`src/rtl/input_metadata_insert_pkg.sv`:
```
// input_metadata_insert_pkg: shared constants, FSM state type and metadata builder
package input_metadata_insert_pkg;

    localparam logic [7:0] GMII_PREAMBLE = 8'h55;
    localparam logic [7:0] GMII_SFD      = 8'hD5;
    localparam int         META_BYTES    = 8;
    localparam int         FRAME_DELAY   = 9;
    localparam int         META_PORT_LSB = 60;
    localparam int         META_RSVD_LSB = 48;
    localparam int         META_TIME_LSB = 0;

    typedef enum logic [1:0] {IDLE, PREAMBLE, FRAME, DISCARD} state_t;

    function automatic logic [63:0] build_meta(input logic [3:0] port, input logic [47:0] ts);
        logic [63:0] m;
        m = '0;
        m[META_PORT_LSB +: 4]  = port;
        m[META_RSVD_LSB +: 12] = 12'h0;
        m[META_TIME_LSB +: 48] = ts;
        return m;
    endfunction

endpackage

```
`src/rtl/input_metadata_insert_byte_delay_line.sv`:
```
// byte_delay_line: fixed-depth shift register of {valid, byte}, shifting every cycle
//   clk, rst_n          : clock, asynchronous active-low reset
//   in_valid, in_byte   : stage 0 input
//   out_valid, out_byte : last stage output
module byte_delay_line
    import input_metadata_insert_pkg::*;
#(
    parameter int DEPTH = FRAME_DELAY
) (
    input  logic       clk,
    input  logic       rst_n,
    input  logic       in_valid,
    input  logic [7:0] in_byte,
    output logic       out_valid,
    output logic [7:0] out_byte
);

    logic [DEPTH-1:0]      valid;
    logic [DEPTH-1:0][7:0] data;

    always_ff @(posedge clk or negedge rst_n) begin
        if (!rst_n) begin
            valid <= '0;
            data  <= '0;
        end else begin
            valid <= {valid[DEPTH-2:0], in_valid};
            data  <= {data[DEPTH-2:0], in_byte};
        end
    end

    assign out_valid = valid[DEPTH-1];
    assign out_byte  = data[DEPTH-1];

endmodule

```
`src/rtl/input_metadata_insert.sv`:
```
// input_metadata_insert: strips GMII preamble/SFD and prepends 8 bytes of port/timestamp metadata
//   i_clk, i_rst_n        : clock, asynchronous active-low reset
//   i_gmii_rx_dv, iv_gmii_rxd : GMII receive valid and byte
//   iv_syned_global_time  : free-running global time, captured on SFD
//   ov_data, o_data_wr    : {first/last flag, byte} and its write strobe
//   ov_pkt_cnt, ov_err_cnt: forwarded / rejected frame counters
module input_metadata_insert
    import input_metadata_insert_pkg::*;
#(
    parameter logic [3:0] PORT_ID = 4'd0
) (
    input  logic        i_clk,
    input  logic        i_rst_n,
    input  logic        i_gmii_rx_dv,
    input  logic [7:0]  iv_gmii_rxd,
    input  logic [47:0] iv_syned_global_time,
    output logic [8:0]  ov_data,
    output logic        o_data_wr,
    output logic [15:0] ov_pkt_cnt,
    output logic [15:0] ov_err_cnt
);

    state_t      state, state_nxt;
    logic        sof;
    logic [3:0]  meta_cnt;
    logic [3:0]  last_cnt;
    logic [47:0] ts;
    logic        err_inc, ts_load, meta_load, last_load;
    logic        busy, pre_ok;
    logic        line_valid;
    logic [7:0]  line_byte;
    logic [63:0] meta;
    logic [2:0]  meta_sel;
    logic [7:0]  meta_byte;

    // last_cnt runs from the frame-end cycle until the last byte leaves the delay line,
    // which is exactly the tail of the busy window
    assign busy   = last_cnt != 4'd0;
    assign pre_ok = iv_gmii_rxd == GMII_PREAMBLE && !busy;

    always_comb begin
        state_nxt = state;
        err_inc   = 1'b0;
        ts_load   = 1'b0;
        meta_load = 1'b0;
        last_load = 1'b0;
        case (state)
            IDLE: if (i_gmii_rx_dv) begin
                state_nxt = pre_ok ? PREAMBLE : DISCARD;
                err_inc   = !pre_ok;
            end
            PREAMBLE: if (!i_gmii_rx_dv) begin
                state_nxt = IDLE;
                err_inc   = 1'b1;
            end else if (iv_gmii_rxd == GMII_SFD) begin
                state_nxt = FRAME;
                ts_load   = 1'b1;
            end else if (iv_gmii_rxd != GMII_PREAMBLE) begin
                state_nxt = DISCARD;
                err_inc   = 1'b1;
            end
            FRAME: if (!i_gmii_rx_dv) begin
                state_nxt = IDLE;
                err_inc   = sof;
                last_load = !sof;
            end else begin
                meta_load = sof;
            end
            DISCARD: if (!i_gmii_rx_dv) state_nxt = IDLE;
            default: state_nxt = IDLE;
        endcase
    end

    always_ff @(posedge i_clk or negedge i_rst_n) begin
        if (!i_rst_n) begin
            state      <= IDLE;
            sof        <= 1'b0;
            ts         <= '0;
            meta_cnt   <= '0;
            last_cnt   <= '0;
            ov_pkt_cnt <= '0;
            ov_err_cnt <= '0;
        end else begin
            state      <= state_nxt;
            sof        <= ts_load;
            ts         <= ts_load ? iv_syned_global_time : ts;
            meta_cnt   <= meta_load ? 4'(META_BYTES) : meta_cnt != 4'd0 ? meta_cnt - 4'd1 : 4'd0;
            last_cnt   <= last_load ? 4'(META_BYTES) : last_cnt != 4'd0 ? last_cnt - 4'd1 : 4'd0;
            ov_pkt_cnt <= ov_pkt_cnt + {15'd0, last_cnt == 4'd1};
            ov_err_cnt <= ov_err_cnt + {15'd0, err_inc};
        end
    end

    byte_delay_line #(.DEPTH(FRAME_DELAY)) u_line (
        .clk       (i_clk),
        .rst_n     (i_rst_n),
        .in_valid  (state == FRAME && i_gmii_rx_dv),
        .in_byte   (iv_gmii_rxd),
        .out_valid (line_valid),
        .out_byte  (line_byte)
    );

    // meta_cnt counts 8..1 across metadata bytes 0..7; its low bits minus one select MSB-first
    assign meta      = build_meta(PORT_ID, ts);
    assign meta_sel  = meta_cnt[2:0] - 3'd1;
    assign meta_byte = meta[{meta_sel, 3'b000} +: 8];

    assign o_data_wr = meta_cnt != 4'd0 || line_valid;
    assign ov_data   = meta_cnt != 4'd0 ? {meta_cnt == 4'd8, meta_byte} :
                       line_valid       ? {last_cnt == 4'd1, line_byte} : 9'h0;

endmodule

```
`config.mk`:
```
export PLATFORM = sky130hd
export DESIGN_NAME = input_metadata_insert
export DESIGN_NICKNAME = d
export VERILOG_FILES = /design/src/rtl/input_metadata_insert_pkg.sv /design/src/rtl/input_metadata_insert_byte_delay_line.sv /design/src/rtl/input_metadata_insert.sv
export SDC_FILE = /design/constraint.sdc
export NUM_CORES = 1
export LEC_CHECK = 0
export BUFFER_PORTS_ARGS = -buffer_cell sky130_fd_sc_hd__buf_2
export CAP_MARGIN = 20
export CORE_MARGIN = 5
export CORE_UTILIZATION = 50
export DETAILED_ROUTE_END_ITERATION = 8
export HOLD_SLACK_MARGIN = 0.02
export PLACE_DENSITY = 0.82
export SKIP_LAST_GASP = 1
export SLEW_MARGIN = 15
export SYNTH_ARGS = -nofsm -noshare
export SYNTH_HDL_FRONTEND = slang
export SYNTH_SLANG_ARGS = --single-unit
```
`constraint.sdc`:
```
create_clock -name i_clk -period 2.34 [get_ports i_clk]
set_input_delay 0.117 -clock i_clk [delete_from_list [all_inputs] [get_ports i_clk]]
set_output_delay 0.117 -clock i_clk [all_outputs]
set_load 0.005 [all_outputs]
```
==> impl_metrics.toml <==
[critical_path]
required_ns = 2.22
cp-end-kind = "output pin"
start_kind = "register"
arrival_ns = 2.17
path_class = "register to output pin"
cp_max_fo = 6

[layout]
drive_gt1_frac = 0.366
num-nets-final = 640
area_growth_pct = 32.2
insertedDiodeCount = 0
final.fill_count = 838

[global_route]
grt_first_pass_wirelength_mm = 21.3
grtUsageTotal = 0.189
grt_antenna_before_repair = 0
first_global_vias = 4171
grt_max_degree = 58
grt_overflow = 0

[sta]
setup_tns_ns = 0
rsz0062_at_grt = "true"
fin_crit_sh = 0.979
setup_viol = 0
drv_slew = 0
hold_violations = 0
fmax_ghz = 0.436
slew_headroom = 0.492
period_needed_ns = 2.29
worst_pin_slew_ns = 0.762
fin_skew_ns = 0.00947

[synth]
syn-mean-instance-area_um2 = 15.8
ys_top_cells_by_area = "dfrtp_1, mux2_2, mux2_4, mux4_2, xnor2_1"
synthArstFlopShare = 1.00
synth_area_mm2 = 0.00623
ys_warn_count = 0
synth_cell_types = 40
synth_edf_count = 0
seq_area_frac_synth = 0.691
yosys.area.top_type_share = 0.691
syn_inst = 395
synth_top_flop_cell = "dfrtp_1"
synth_most_common_cell = "dfrtp_1"
synth_nets = 460
yosysTopAreaCell = "dfrtp_1"
synthTopCellsByCount = "dfrtp_1, mux2_2, mux2_4, xnor2_1, nand3_1"
ys_ff_latch = 172

[clocking]
htreeDepth = 4
cts_buffers = 17
path_clk_slew_ns = 0.06
clkSinkCount = 172
clockRootBuffer = "clkbuf_16"
clock_latency_ns = 0.42
cts_tree = "done"
clockBufferDepth = 2

[flow_run]
maxCapViolCount = 0

[power_and_ir_drop]
p_per_area_mw_per_mm2 = 923
fin_total_pwr_uw = 7600
ir_drop_v = 0.000630
leakage_uw = 0.00409

[floorplanning]
die_area_mm2 = 0.0148
start_util = 0.514
die_h_um = 122
rows = 40
die_w_um = 122
ios = 101
core_mm2 = 0.0121

[detailed_routing]
wirelength_mm = 13.5
route.detailed.drc = 0
vias = 3859
vias_per_cell = 5.11
drt_iter0_markers = 256
drtAntennaViolNets = 0
routedWlPerCell_um = 17.9
first_pass_iters = 4

[hold_path]
hold_class = "input port to async pin"

[place]
port_buffers = 100
hpwlAfterDp_mm = 7.90
gp_congestion = 0.859

[run_status]
status = "complete, no violations"
==> routing by layer <==
metal	track usage	wire [µm]	share of wire	vias up
li1	-	-	-	1738
met1	0.233	5460	0.40	1988
met2	0.317	7080	0.52	114
met3	0.0645	725	0.054	19
met4	0.0602	221	0.016	0
met5	0	0	0	-
==> cell usage in the layout, fill, tap and decap left out, drive strengths merged, types with 6 or more instances in the layout <==
cell type,count
dfrtp,172
a22oi,8
mux4,8
clkinv,6
mux2i,8
nor3,7
mux2,48
buf,114
nor2,8
nand3,17
clkbuf,21
xor2,8
nand2,15
ha,6
inv,6
xnor2,20
dlygate4sd3,58
o21ai,13
==> path summary, 6_finish.rpt <==
kind	from	to	cells past startpoint	slack, ns
max	meta_cnt[0]$_DFF_PN0_	ov_data[2]	8	0.05
min	i_rst_n	ts[36]$_DFFE_PN0P_	2	0.25
max reg2reg	state[0]$_DFFE_PN0P_	ov_err_cnt[12]$_DFF_PN0_	10	0.11
min reg2reg	u_line.data[19]$_DFF_PN0_	u_line.data[27]$_DFF_PN0_	0	0.34
max in group asynchronous	i_rst_n	ov_pkt_cnt[7]$_DFF_PN0_	3	1.34
min in group i_clk	u_line.data[19]$_DFF_PN0_	u_line.data[27]$_DFF_PN0_	0	0.34
==> worst max-delay path: stages, from the launching register on <==
cell     delay [ns]
dfrtp_1        0.38
inv_1          0.11
ha_2           0.23
nor2b_4        0.15
nor3b_2        0.29
o21ai_2        0.10
buf_4          0.17
o21ai_0        0.18
buf_2          0.14
==> metrics by stage <==
step	instances	util	instance area (µm²)	hold slack, ns	setup slack (ns)
6_report	755	0.680	8230	0.246	0.0480
5_1_grt	755	0.680	8230	0.276	-0.0679
4_1_cts	749	0.668	8100	0.241	0.0195
3_5_place_dp	658	0.572	6930	0.111	0.0873
3_3_place_gp	658	0.572	6930	0.105	0.211
2_1_floorplan	395	-	6230	-0.179	0.0956
==> sequential cells by signal (all words and copies together) (netlist names) <==
register,count
u_line.data,64
ts,48
ov_err_cnt,16
ov_pkt_cnt,16
u_line.valid,9
u_line.out_byte,8
last_cnt,4
meta_cnt,4
state,2
sof,1
==> timing repair <==
item,CTS,global route
pin swaps,1,5
hold buffers,58,0
gates resized for setup,4,19
setup endpoints to repair,8,15
setup buffers,2,6
hold endpoints to repair,112,0
==> logic make-up after synthesis <==
logic type                 share of synthesized area
AOI/OAI and AO/OA                             0.0314
xor gates and xnor gates                      0.0394
adders and majority gates                     0.0121
buffers and inverters                         0.0141
DFF                                            0.691
muxes                                          0.141
and+or+nand+nor                               0.0711
==> power by group <==
group	internal, µW	switching (µW)	total, µW
Combinational	742	737	1480
Sequential	3220	229	3450
Clock	1570	1100	2670
==> layout make-up <==
type / instances / area, µm² / share of cell area
sequential: 172 / 4310 / 0.523
multi-input combinational: 207 / 1910 / 0.232
timing repair buffer: 172 / 1220 / 0.149
clock buffer: 21 / 440 / 0.0535
tap: 168 / 210 / 0.0255
clock inverter: 10 / 118 / 0.0143
inverter: 5 / 18.8 / 0.00228
Note: power is estimated with default switching activity, not from simulation.
